[config.mk]
export PLATFORM = sky130hd
export DESIGN_NAME = ex_issue_stage_flat
export DESIGN_NICKNAME = d
export VERILOG_FILES = /design/src/rtl/ex_issue_stage_if.sv /design/src/rtl/ex_issue_stage.sv /design/src/flat_wrapper.sv
export SDC_FILE = /design/constraint.sdc
export NUM_CORES = 1
export LEC_CHECK = 0
export CAP_MARGIN = 20
export CORE_UTILIZATION = 25
export CTS_CLUSTER_DIAMETER = 40
export DETAILED_ROUTE_END_ITERATION = 8
export HOLD_SLACK_MARGIN = 0.02
export PLACE_DENSITY = 0.71
export SLEW_MARGIN = 20
export SYNTH_ARGS = -nofsm -noshare
export SYNTH_HDL_FRONTEND = slang
export SYNTH_SLANG_ARGS = --single-unit
[constraint.sdc]
create_clock -name clk -period 3.3 [get_ports clk]
set_input_delay 0.495 -clock clk [delete_from_list [all_inputs] [get_ports clk]]
set_output_delay 0.495 -clock clk [all_outputs]
set_load 0.02 [all_outputs]
[src/rtl/ex_issue_stage_if.sv]
// Bus bundle for ex_issue_stage: decode-side capture, forwarding sources and the ALU-side register.
// Handshake: a transfer happens on a rising clk edge where valid && ready; valid holds steady and payload stays stable until then.
interface ex_issue_stage_if #(
    parameter int WIDTH   = 32,
    parameter int REGADDR = 5
);
    logic               in_valid;
    logic               in_ready;
    logic [6:0]         in_opcode;
    logic [2:0]         in_funct3;
    logic [6:0]         in_funct7;
    logic [REGADDR-1:0] in_rs1;
    logic [REGADDR-1:0] in_rs2;
    logic [REGADDR-1:0] in_rd;
    logic [WIDTH-1:0]   in_rs1_data;
    logic [WIDTH-1:0]   in_rs2_data;
    logic [WIDTH-1:0]   in_imm;
    logic               exmem_wen;
    logic               exmem_is_load;
    logic [REGADDR-1:0] exmem_rd;
    logic [WIDTH-1:0]   exmem_result;
    logic               wb_wen;
    logic [REGADDR-1:0] wb_rd;
    logic [WIDTH-1:0]   wb_data;
    logic               flush;
    logic               out_valid;
    logic               out_ready;
    logic [WIDTH-1:0]   op1;
    logic [WIDTH-1:0]   op2;
    logic [6:0]         opcode;
    logic [2:0]         funct3;
    logic [6:0]         funct7;
    logic [REGADDR-1:0] rd;

    modport master (
        output in_valid, in_opcode, in_funct3, in_funct7, in_rs1, in_rs2, in_rd,
               in_rs1_data, in_rs2_data, in_imm,
               exmem_wen, exmem_is_load, exmem_rd, exmem_result,
               wb_wen, wb_rd, wb_data, flush, out_ready,
        input  in_ready, out_valid, op1, op2, opcode, funct3, funct7, rd
    );

    modport slave (
        input  in_valid, in_opcode, in_funct3, in_funct7, in_rs1, in_rs2, in_rd,
               in_rs1_data, in_rs2_data, in_imm,
               exmem_wen, exmem_is_load, exmem_rd, exmem_result,
               wb_wen, wb_rd, wb_data, flush, out_ready,
        output in_ready, out_valid, op1, op2, opcode, funct3, funct7, rd
    );
endinterface

[src/rtl/ex_issue_stage.sv]
// Decode-to-execute register: operand forwarding, OP-IMM immediate select, load-use stall, flush.
// Build option EX_FORWARD_EN enables forwarding/held-entry snooping; without it every pending write stalls.
module ex_issue_stage #(
    parameter int WIDTH   = 32,
    parameter int REGADDR = 5
) (
    input logic            clk,
    input logic            rst,
    ex_issue_stage_if.slave bus
);
    localparam logic [6:0] OPC_OP    = 7'b0110011;
    localparam logic [6:0] OPC_OPIMM = 7'b0010011;
    localparam logic [6:0] OPC_LOAD  = 7'b0000011;

    logic               out_valid_q;
    logic [WIDTH-1:0]   op1_q, op2_q;
    logic [6:0]         opcode_q, funct7_q;
    logic [2:0]         funct3_q;
    logic [REGADDR-1:0] rd_q;

    logic use_rs1, use_rs2;
    logic hit_ex1, hit_ex2, hit_wb1, hit_wb2;
    logic hazard, ready, capture;
    logic [WIDTH-1:0] src1, src2, op2_sel;
    logic [6:0]       funct7_sel;

    always_comb begin
        use_rs1 = (bus.in_opcode == OPC_OP) || (bus.in_opcode == OPC_OPIMM) ||
                  (bus.in_opcode == OPC_LOAD);
        use_rs2 = (bus.in_opcode == OPC_OP);
        hit_ex1 = use_rs1 && bus.exmem_wen && (bus.exmem_rd != '0) && (bus.exmem_rd == bus.in_rs1);
        hit_ex2 = use_rs2 && bus.exmem_wen && (bus.exmem_rd != '0) && (bus.exmem_rd == bus.in_rs2);
        hit_wb1 = use_rs1 && bus.wb_wen && (bus.wb_rd != '0) && (bus.wb_rd == bus.in_rs1);
        hit_wb2 = use_rs2 && bus.wb_wen && (bus.wb_rd != '0) && (bus.wb_rd == bus.in_rs2);
    end

`ifdef EX_FORWARD_EN
    // Only a load in EX/MEM cannot be forwarded yet; everything else resolves by bypass.
    assign hazard = bus.exmem_is_load && (hit_ex1 || hit_ex2);

    always_comb begin
        src1 = bus.in_rs1_data;
        src2 = bus.in_rs2_data;
        if (hit_wb1) src1 = bus.wb_data;
        if (hit_ex1 && !bus.exmem_is_load) src1 = bus.exmem_result;
        if (hit_wb2) src2 = bus.wb_data;
        if (hit_ex2 && !bus.exmem_is_load) src2 = bus.exmem_result;
        if (bus.in_rs1 == '0) src1 = '0;
        if (bus.in_rs2 == '0) src2 = '0;
    end
`else
    // No bypass network: any in-flight write to a used source must retire first.
    assign hazard = hit_ex1 || hit_ex2 || hit_wb1 || hit_wb2;

    always_comb begin
        src1 = bus.in_rs1_data;
        src2 = bus.in_rs2_data;
        if (bus.in_rs1 == '0) src1 = '0;
        if (bus.in_rs2 == '0) src2 = '0;
    end

    logic unused_nofwd;
    assign unused_nofwd = ^{bus.exmem_is_load, bus.exmem_result, bus.wb_data};
`endif

    always_comb begin
        op2_sel    = bus.in_imm;
        funct7_sel = 7'd0;
        if (bus.in_opcode == OPC_OP) begin
            op2_sel    = src2;
            funct7_sel = bus.in_funct7;
        end else if ((bus.in_opcode == OPC_OPIMM) && (bus.in_funct3 == 3'b101)) begin
            funct7_sel = bus.in_imm[11:5];
        end
    end

    assign ready   = (!out_valid_q || bus.out_ready) && !hazard && !bus.flush;
    assign capture = bus.in_valid && ready;

`ifdef EX_FORWARD_EN
    logic [REGADDR-1:0] held_rs1, held_rs2;
    logic               held_use1, held_use2;
`endif

    always_ff @(posedge clk) begin
        if (rst) begin
            out_valid_q <= 1'b0;
            op1_q       <= '0;
            op2_q       <= '0;
            opcode_q    <= '0;
            funct3_q    <= '0;
            funct7_q    <= '0;
            rd_q        <= '0;
`ifdef EX_FORWARD_EN
            held_rs1    <= '0;
            held_rs2    <= '0;
            held_use1   <= 1'b0;
            held_use2   <= 1'b0;
`endif
        end else if (bus.flush) begin
            out_valid_q <= 1'b0;
        end else if (capture) begin
            out_valid_q <= 1'b1;
            op1_q       <= src1;
            op2_q       <= op2_sel;
            opcode_q    <= bus.in_opcode;
            funct3_q    <= bus.in_funct3;
            funct7_q    <= funct7_sel;
            rd_q        <= bus.in_rd;
`ifdef EX_FORWARD_EN
            held_rs1    <= bus.in_rs1;
            held_rs2    <= bus.in_rs2;
            held_use1   <= use_rs1;
            held_use2   <= use_rs2;
`endif
        end else if (bus.out_ready) begin
            out_valid_q <= 1'b0;
`ifdef EX_FORWARD_EN
        end else if (out_valid_q && bus.wb_wen && (bus.wb_rd != '0)) begin
            // A stalled entry keeps picking up writebacks so it never issues stale operands.
            if (held_use1 && (bus.wb_rd == held_rs1)) op1_q <= bus.wb_data;
            if (held_use2 && (bus.wb_rd == held_rs2)) op2_q <= bus.wb_data;
`endif
        end
    end

    assign bus.in_ready  = ready;
    assign bus.out_valid = out_valid_q;
    assign bus.op1       = op1_q;
    assign bus.op2       = op2_q;
    assign bus.opcode    = opcode_q;
    assign bus.funct3    = funct3_q;
    assign bus.funct7    = funct7_q;
    assign bus.rd        = rd_q;
endmodule

[src/flat_wrapper.sv]
// flat-port wrapper written by rule: the top's interface ports become plain ports
module ex_issue_stage_flat 
#(
    parameter int WIDTH   = 32,
    parameter int REGADDR = 5
)
  (clk, rst, bus_in_valid, bus_in_opcode, bus_in_funct3, bus_in_funct7, bus_in_rs1, bus_in_rs2, bus_in_rd, bus_in_rs1_data, bus_in_rs2_data, bus_in_imm, bus_exmem_wen, bus_exmem_is_load, bus_exmem_rd, bus_exmem_result, bus_wb_wen, bus_wb_rd, bus_wb_data, bus_flush, bus_out_ready, bus_in_ready, bus_out_valid, bus_op1, bus_op2, bus_opcode, bus_funct3, bus_funct7, bus_rd);
  ex_issue_stage_if #(.WIDTH(WIDTH), .REGADDR(REGADDR)) bus_i ();
  input logic clk;
  input logic rst;
  input wire logic [$bits(bus_i.in_valid)-1:0] bus_in_valid;
  input wire logic [$bits(bus_i.in_opcode)-1:0] bus_in_opcode;
  input wire logic [$bits(bus_i.in_funct3)-1:0] bus_in_funct3;
  input wire logic [$bits(bus_i.in_funct7)-1:0] bus_in_funct7;
  input wire logic [$bits(bus_i.in_rs1)-1:0] bus_in_rs1;
  input wire logic [$bits(bus_i.in_rs2)-1:0] bus_in_rs2;
  input wire logic [$bits(bus_i.in_rd)-1:0] bus_in_rd;
  input wire logic [$bits(bus_i.in_rs1_data)-1:0] bus_in_rs1_data;
  input wire logic [$bits(bus_i.in_rs2_data)-1:0] bus_in_rs2_data;
  input wire logic [$bits(bus_i.in_imm)-1:0] bus_in_imm;
  input wire logic [$bits(bus_i.exmem_wen)-1:0] bus_exmem_wen;
  input wire logic [$bits(bus_i.exmem_is_load)-1:0] bus_exmem_is_load;
  input wire logic [$bits(bus_i.exmem_rd)-1:0] bus_exmem_rd;
  input wire logic [$bits(bus_i.exmem_result)-1:0] bus_exmem_result;
  input wire logic [$bits(bus_i.wb_wen)-1:0] bus_wb_wen;
  input wire logic [$bits(bus_i.wb_rd)-1:0] bus_wb_rd;
  input wire logic [$bits(bus_i.wb_data)-1:0] bus_wb_data;
  input wire logic [$bits(bus_i.flush)-1:0] bus_flush;
  input wire logic [$bits(bus_i.out_ready)-1:0] bus_out_ready;
  output wire logic [$bits(bus_i.in_ready)-1:0] bus_in_ready;
  output wire logic [$bits(bus_i.out_valid)-1:0] bus_out_valid;
  output wire logic [$bits(bus_i.op1)-1:0] bus_op1;
  output wire logic [$bits(bus_i.op2)-1:0] bus_op2;
  output wire logic [$bits(bus_i.opcode)-1:0] bus_opcode;
  output wire logic [$bits(bus_i.funct3)-1:0] bus_funct3;
  output wire logic [$bits(bus_i.funct7)-1:0] bus_funct7;
  output wire logic [$bits(bus_i.rd)-1:0] bus_rd;
  assign bus_i.in_valid = bus_in_valid;
  assign bus_i.in_opcode = bus_in_opcode;
  assign bus_i.in_funct3 = bus_in_funct3;
  assign bus_i.in_funct7 = bus_in_funct7;
  assign bus_i.in_rs1 = bus_in_rs1;
  assign bus_i.in_rs2 = bus_in_rs2;
  assign bus_i.in_rd = bus_in_rd;
  assign bus_i.in_rs1_data = bus_in_rs1_data;
  assign bus_i.in_rs2_data = bus_in_rs2_data;
  assign bus_i.in_imm = bus_in_imm;
  assign bus_i.exmem_wen = bus_exmem_wen;
  assign bus_i.exmem_is_load = bus_exmem_is_load;
  assign bus_i.exmem_rd = bus_exmem_rd;
  assign bus_i.exmem_result = bus_exmem_result;
  assign bus_i.wb_wen = bus_wb_wen;
  assign bus_i.wb_rd = bus_wb_rd;
  assign bus_i.wb_data = bus_wb_data;
  assign bus_i.flush = bus_flush;
  assign bus_i.out_ready = bus_out_ready;
  assign bus_in_ready = bus_i.in_ready;
  assign bus_out_valid = bus_i.out_valid;
  assign bus_op1 = bus_i.op1;
  assign bus_op2 = bus_i.op2;
  assign bus_opcode = bus_i.opcode;
  assign bus_funct3 = bus_i.funct3;
  assign bus_funct7 = bus_i.funct7;
  assign bus_rd = bus_i.rd;
  ex_issue_stage #(.WIDTH(WIDTH), .REGADDR(REGADDR)) u_core (.clk(clk), .rst(rst), .bus(bus_i));
endmodule
==> run_results.csv, run 1 <==
group,metric,value,unit
status,status,"complete, no violations",
timing,layout_setup_ws,0.396,ns
power_and_ir_drop,p_switching,704,uW
timing,tightest_slew,0.470,ns
clock_tree,cts-buffers-inserted,9,
placement,gp_congestion,0.783,
die,core_area,17300,sq um
global_routing,grt_overflow,0,
final_layout,num-nets-final,911,
critical_path,critPathLaunchType,"input port",
critical_path,rr_endpoint,"u_core.bus.op2[31]",
timing,setup-tns-final,0,ns
final_layout,final_common_cell,"clkdlybuf4s50_1",
route,top_layer,"met4",
timing,rsz0062_at_grt,"false",
route,route.met2.wl,6.29,mm
critical_path,r2r_start,"u_core.bus.out_valid",
die,die_area,18200,sq um
synthesis,ys_seq_area_share,39.4,%
timing,finalSetupViolCount,0,
final_layout,num-fill-cells,1735,
worst_hold_path,min-delay-start,"u_core.bus.rd[0]",
power_and_ir_drop,clockPowerShare,36.4,%
route,first_pass_iters,4,
critical_path,worstSetupStartpoint,"bus_in_opcode[3]",
job,maxCapViolCount,0,
die,pin_count,298,
route,dr_wl_met3,946,microns
synthesis,avgSynthCellArea,9.30,sq um
synthesis,synth.area.top_cells,"dfxtp_1 39%, mux2i_1 11%, mux2_1 9.9%",
clock_tree,htree_levels,3,
final_layout,fin_util,42.5,%
final_layout,layout_common_cells,"230 x clkdlybuf4s50_1, 87 x dfxtp_1, 62 x nand2b_1, 47 x mux2i_1, 43 x nor2_1",
clock_tree,ctsHoldBuffers,0,
synthesis,ys_ff_latch,87,
critical_path,r2r_setup_slack,1.66,ns
die,start_util,25.5,%
route,vias,4071,
route,drc,0,
synthesis,synth_edf_count,0,
synthesis,ys_warn_count,0,
synthesis,synth_flop_cell,"dfxtp_1",
power_and_ir_drop,peakVddDrop,0.210,mV
die,dieHeight,135,microns
clock_tree,clockRootBuffer,"clkbuf_16",
final_layout,synthToLayoutAreaGrowth,66.3,%
synthesis,netlist_instances,475,
route,detail-route-antenna-nets,0,
die,fp.dieW,135,microns
clock_tree,clkTransAtPathRegs,0.07,ns
global_routing,antenna_found_initial,0,
global_routing,grt_max_degree,76,
synthesis,synthesis.area,4420,sq um
clock_tree,cts.sinks,87,
route,wl_per_cell,14.0,microns
critical_path,worstSetupPathType,"in -> out",
route,routed_via_density,4.37,
critical_path,critical_path_arrival,2.41,ns
critical_path,critPathCaptureType,"output pin",
die,std_cell_rows,48,
global_routing,grt_pass1_vias,4015,
timing,fin_crit,2.90,ns
synthesis,ys_types,30,
worst_hold_path,hp-class,"reg -> reg",
timing,slew_headroom,68.7,%
power_and_ir_drop,leakagePower,0.00293,uW
global_routing,track_usage,14.5,%
timing,clock-skew-final,0.00791,ns
critical_path,worst_ep_required_time,2.80,ns
timing,slew_viol_final,0,
route,first_iter_violations,110,
synthesis,yosys.area.top_type_share,39.4,%
clock_tree,cts_buffer_depth,2,
timing,hold_viol_final,0,
critical_path,cp_max_fo,2,
placement,dpl.cell_count,915,
synthesis,synth_top_cell_by_area,"dfxtp_1",
placement,dpl.hpwl,9.80,mm
clock_tree,clk_latency,0.34,ns
placement,pre_cts_ws,0.0500,ns
power_and_ir_drop,power_switching_share,26.1,%
timing,max_freq,0.344,GHz
placement,port_buffers,232,
critical_path,worst-r2r-cell-count,5,
power_and_ir_drop,seq_power_share,41.8,%
final_layout,fin_cells,931,
placement,placedInstanceArea,7060,sq um
final_layout,layout-drive-gt1-share,5.38,%
power_and_ir_drop,power.density,366,nW/um^2
power_and_ir_drop,comb_power_share,21.8,%
final_layout,stdcell_area,7350,sq um
clock_tree,cts_tree,"built",
global_routing,grt_pass1_wl,20.7,mm
route,drt-total-wl,13.0,mm
final_layout,antennaDiodeCount,0,
route,drt-met1-wl,5.63,mm
critical_path,critPathCapture,"bus_in_ready",
power_and_ir_drop,power.internal,1990,uW
timing,post-route-period-util,88.0,%
synthesis,ys_async_sr_fraction,0,%
synthesis,syn_nets,685,
==> cell families after synthesis <==
logic type | share of synthesized area (%)
and+or+nand+nor | 24.6
muxes | 20.6
DFF | 39.4
xor gates and xnor gates | 3.96
AOI/OAI and AO/OA | 7.51
buffers and inverters | 3.91
==> synth_stat cells (all sizes together), types with 2 or more instances <==
cell    instances
nor3            4
xnor2          16
and3            3
a22oi          39
nor2b          42
nand2          34
clkbuf         26
xor2            4
a21oi           2
nand2b         62
nor4            2
mux2           39
nand4           5
buf             9
dfxtp          87
nor2           43
mux2i          47
==> registers in the layout, indices dropped and copies added (netlist names) <==
register / cells
u_core.bus.op1: 32
u_core.bus.op2: 32
u_core.bus.funct7: 7
u_core.bus.opcode: 7
u_core.bus.rd: 5
u_core.bus.funct3: 3
u_core.bus.out_valid: 1
==> critical path: stages <==
cell and delay (ns):
clkdlybuf4s50_1 0.42, and4bb_2 0.33, or3b_1 0.37, nor4_1 0.29, o22ai_1 0.14, and3_1 0.16, dlymetal6s2s_1 0.20
==> power by group through the flow <==
stage,Combinational [uW],Sequential [uW],Clock (uW)
finish,588,1120,979
global route,632,1130,1060
CTS,595,1120,1030
detailed placement,592,1150,0
global placement,588,1150,0
floorplan,189,1210,0
==> routing by layer <==
| layer | vias up | global-route usage, % |
|---|---|---|
| met2 | 130 | 25.0 |
| met4 | 0 | 3.50 |
| li1 | 2065 | - |
| met1 | 1865 | 17.3 |
| met3 | 11 | 4.58 |
| met5 | - | 0 |
==> metrics by stage <==
stage               total power [uW]  hold WS, ns
floorplan                       1400        0.546
global placement                1730        0.457
detailed placement              1740        0.465
CTS                             2750        0.478
global route                    2820        0.487
finish                          2690        0.474
==> layout make-up <==
class / count / area (sq um) / share of cell area [%]
Tap cell: 225 / 282 / 3.83
Clock buffer: 11 / 243 / 3.30
Timing Repair Buffer: 250 / 2520 / 34.3
Sequential cell: 87 / 1740 / 23.7
Multi-Input combinational cell: 353 / 2520 / 34.3
Clock inverter: 5 / 41.3 / 0.562
==> what timing repair did <==
item / CTS / global route
resized for setup: 0 / 1
setup endpoints to repair: 0 / 1
setup buffers: 0 / 0
hold endpoints to repair: 0 / 0
==> how the worst min path moves through the flow <==
| stage | endpoint | slack (ns) | cells past startpoint |
|---|---|---|---|
| 2_1_floorplan | u_core.bus.funct3[0] | 0.55 | 2 |
| 3_3_place_gp | u_core.bus.opcode[2] | 0.46 | 2 |
| 3_5_place_dp | u_core.bus.opcode[1] | 0.46 | 2 |
| 4_1_cts | u_core.bus.op1[27] | 0.48 | 2 |
| 5_1_grt | u_core.bus.rd[3] | 0.49 | 2 |
| 6_report | u_core.bus.rd[0] | 0.47 | 2 |
No activity file was read; power rests on OpenSTA's default activity.
==> run 2: changes to the inputs <==
Settings changed: DONT_BUFFER_PORTS set to 1, PLACE_DENSITY 0.71 to 0.49, SLEW_MARGIN 20 to 40.
==> run 2 against run 1 <==
- non-clock buffer count decreased by 244
- register-to-register slack got worse by 0.16 ns
- combinational power decreased by 67%
- sequential share of layout area increased by 12 points
- worst hold slack got worse by 0.19 ns
- final cell count decreased by 26%
- global-route usage decreased by 2.3 points
- fmax increased by 18%
- clock-buffer cell count decreased by 1
- critical endpoint unchanged
- largest cell class unchanged
==> run_results.csv, run 2 (synthesis gave the netlist of run 1 again) <==
group,metric,value,unit
clock_tree,cts.sinks,87,
final_layout,layout-drive-gt1-share,5.41,%
route,drc,0,
die,core_area,17300,sq um
critical_path,r2r_setup_slack,1.50,ns
die,pin_count,298,
critical_path,worstSetupPathType,"in -> out",
timing,layout_setup_ws,0.832,ns
placement,port_buffers,0,
power_and_ir_drop,leakagePower,0.00198,uW
critical_path,worst_ep_required_time,2.80,ns
timing,clock-skew-final,0.00591,ns
critical_path,critPathCaptureType,"output pin",
clock_tree,htree_levels,3,
clock_tree,cts-buffers-inserted,9,
timing,tightest_slew,0.429,ns
route,first_iter_violations,105,
global_routing,grt_pass1_wl,17.0,mm
critical_path,critPathLaunchType,"input port",
route,first_pass_iters,4,
placement,pre_cts_ws,0.539,ns
route,vias,3275,
global_routing,grt_overflow,0,
timing,post-route-period-util,74.8,%
global_routing,grt_pass1_vias,3342,
critical_path,critical_path_arrival,1.97,ns
power_and_ir_drop,power.density,495,nW/um^2
clock_tree,clkTransAtPathRegs,0.07,ns
final_layout,layout_common_cells,"87 x dfxtp_1, 62 x nand2b_1, 47 x mux2i_1, 43 x nor2_1, 42 x nor2b_1",
final_layout,final_common_cell,"dfxtp_1",
final_layout,num-nets-final,667,
route,wl_per_cell,16.4,microns
timing,setup-tns-final,0,ns
die,std_cell_rows,48,
placement,dpl.hpwl,8.29,mm
power_and_ir_drop,peakVddDrop,0.230,mV
route,drt-total-wl,11.3,mm
clock_tree,ctsHoldBuffers,0,
final_layout,fin_util,28.3,%
route,detail-route-antenna-nets,0,
timing,slew_viol_final,0,
global_routing,antenna_found_initial,0,
timing,hold_viol_final,0,
die,start_util,25.5,%
job,maxCapViolCount,0,
timing,rsz0062_at_grt,"false",
die,dieHeight,135,microns
clock_tree,cts_setup_buffers,0,
final_layout,antennaDiodeCount,0,
timing,max_freq,0.405,GHz
worst_hold_path,hp-class,"in -> reg",
clock_tree,clockRootBuffer,"clkbuf_16",
critical_path,cp_max_fo,5,
global_routing,track_usage,12.1,%
clock_tree,clk_latency,0.34,ns
timing,finalSetupViolCount,0,
die,die_area,18200,sq um
clock_tree,cts_tree,"built",
timing,slew_headroom,71.4,%
final_layout,synthToLayoutAreaGrowth,10.9,%
global_routing,grt_max_degree,143,
die,fp.dieW,135,microns
clock_tree,cts_resized,0,
route,routed_via_density,4.77,
timing,fin_crit,2.47,ns
status,status,"complete, no violations",
power_and_ir_drop,power.total,2420,uW
placement,gp_congestion,0.755,
clock_tree,cts_buffer_depth,2,
[run 2: changes by cell type in the layout (fill, tap and decap cells not counted)]
cell,before,now
buf_12,5,1
clkinvlp_4,2,1
bufinv_16,0,1
clkdlybuf4s50_1,230,0
buf_4,14,5
clkinv_2,0,1
dlymetal6s2s_1,1,0
clkbuf_8,1,0
[run 2: power by group]
group          internal (uW)  leakage, uW  switching (uW)
Sequential              1100     0.000711            97.6
Combinational            109      0.00113            84.6
Clock                    591     0.000143             441
[run 2: final cells by class]
cell class / instances / area (sq um)
Sequential cell: 87 / 1740
Tap cell: 225 / 282
Clock buffer: 10 / 229
Fill cell: 1840 / 12400
Timing Repair Buffer: 6 / 57.6
Clock inverter: 6 / 68.8
Multi-Input combinational cell: 353 / 2520
[run 2: final timing paths]
kind | from | end | depth (start not counted)
max | bus_in_opcode[3] | bus_in_ready | 5
min reg2reg | u_core.bus.rd[2] | u_core.bus.rd[2] | 2
max reg2reg | u_core.bus.out_valid | u_core.bus.op2[27] | 5
min | bus_in_rs1_data[7] | u_core.bus.op1[7] | 2
[run 2: metal layers]
| layer | share of wire (%) | global-route usage (%) | vias up |
|---|---|---|---|
| li1 | - | - | 1575 |
| met1 | 38 | 12.7 | 1546 |
| met3 | 9.7 | 4.28 | 16 |
| met5 | 0 | 0 | - |
| met4 | 2.0 | 5.87 | 0 |
| met2 | 50 | 21.5 | 138 |
[run 2: worst max-delay path: stages]
cell      delay, ns
and4bb_2       0.35
or3b_1         0.38
nor4_1         0.28
o22ai_1        0.19
and3_1         0.27
[run 2: metrics by stage]
stage,cell area [sq um],hold WS (ns),std cells
2_1_floorplan,4420,0.546,475
3_3_place_gp,4600,0.561,671
3_5_place_dp,4600,0.568,671
4_1_cts,4900,0.262,687
5_1_grt,4900,0.274,687
6_report,4900,0.284,687
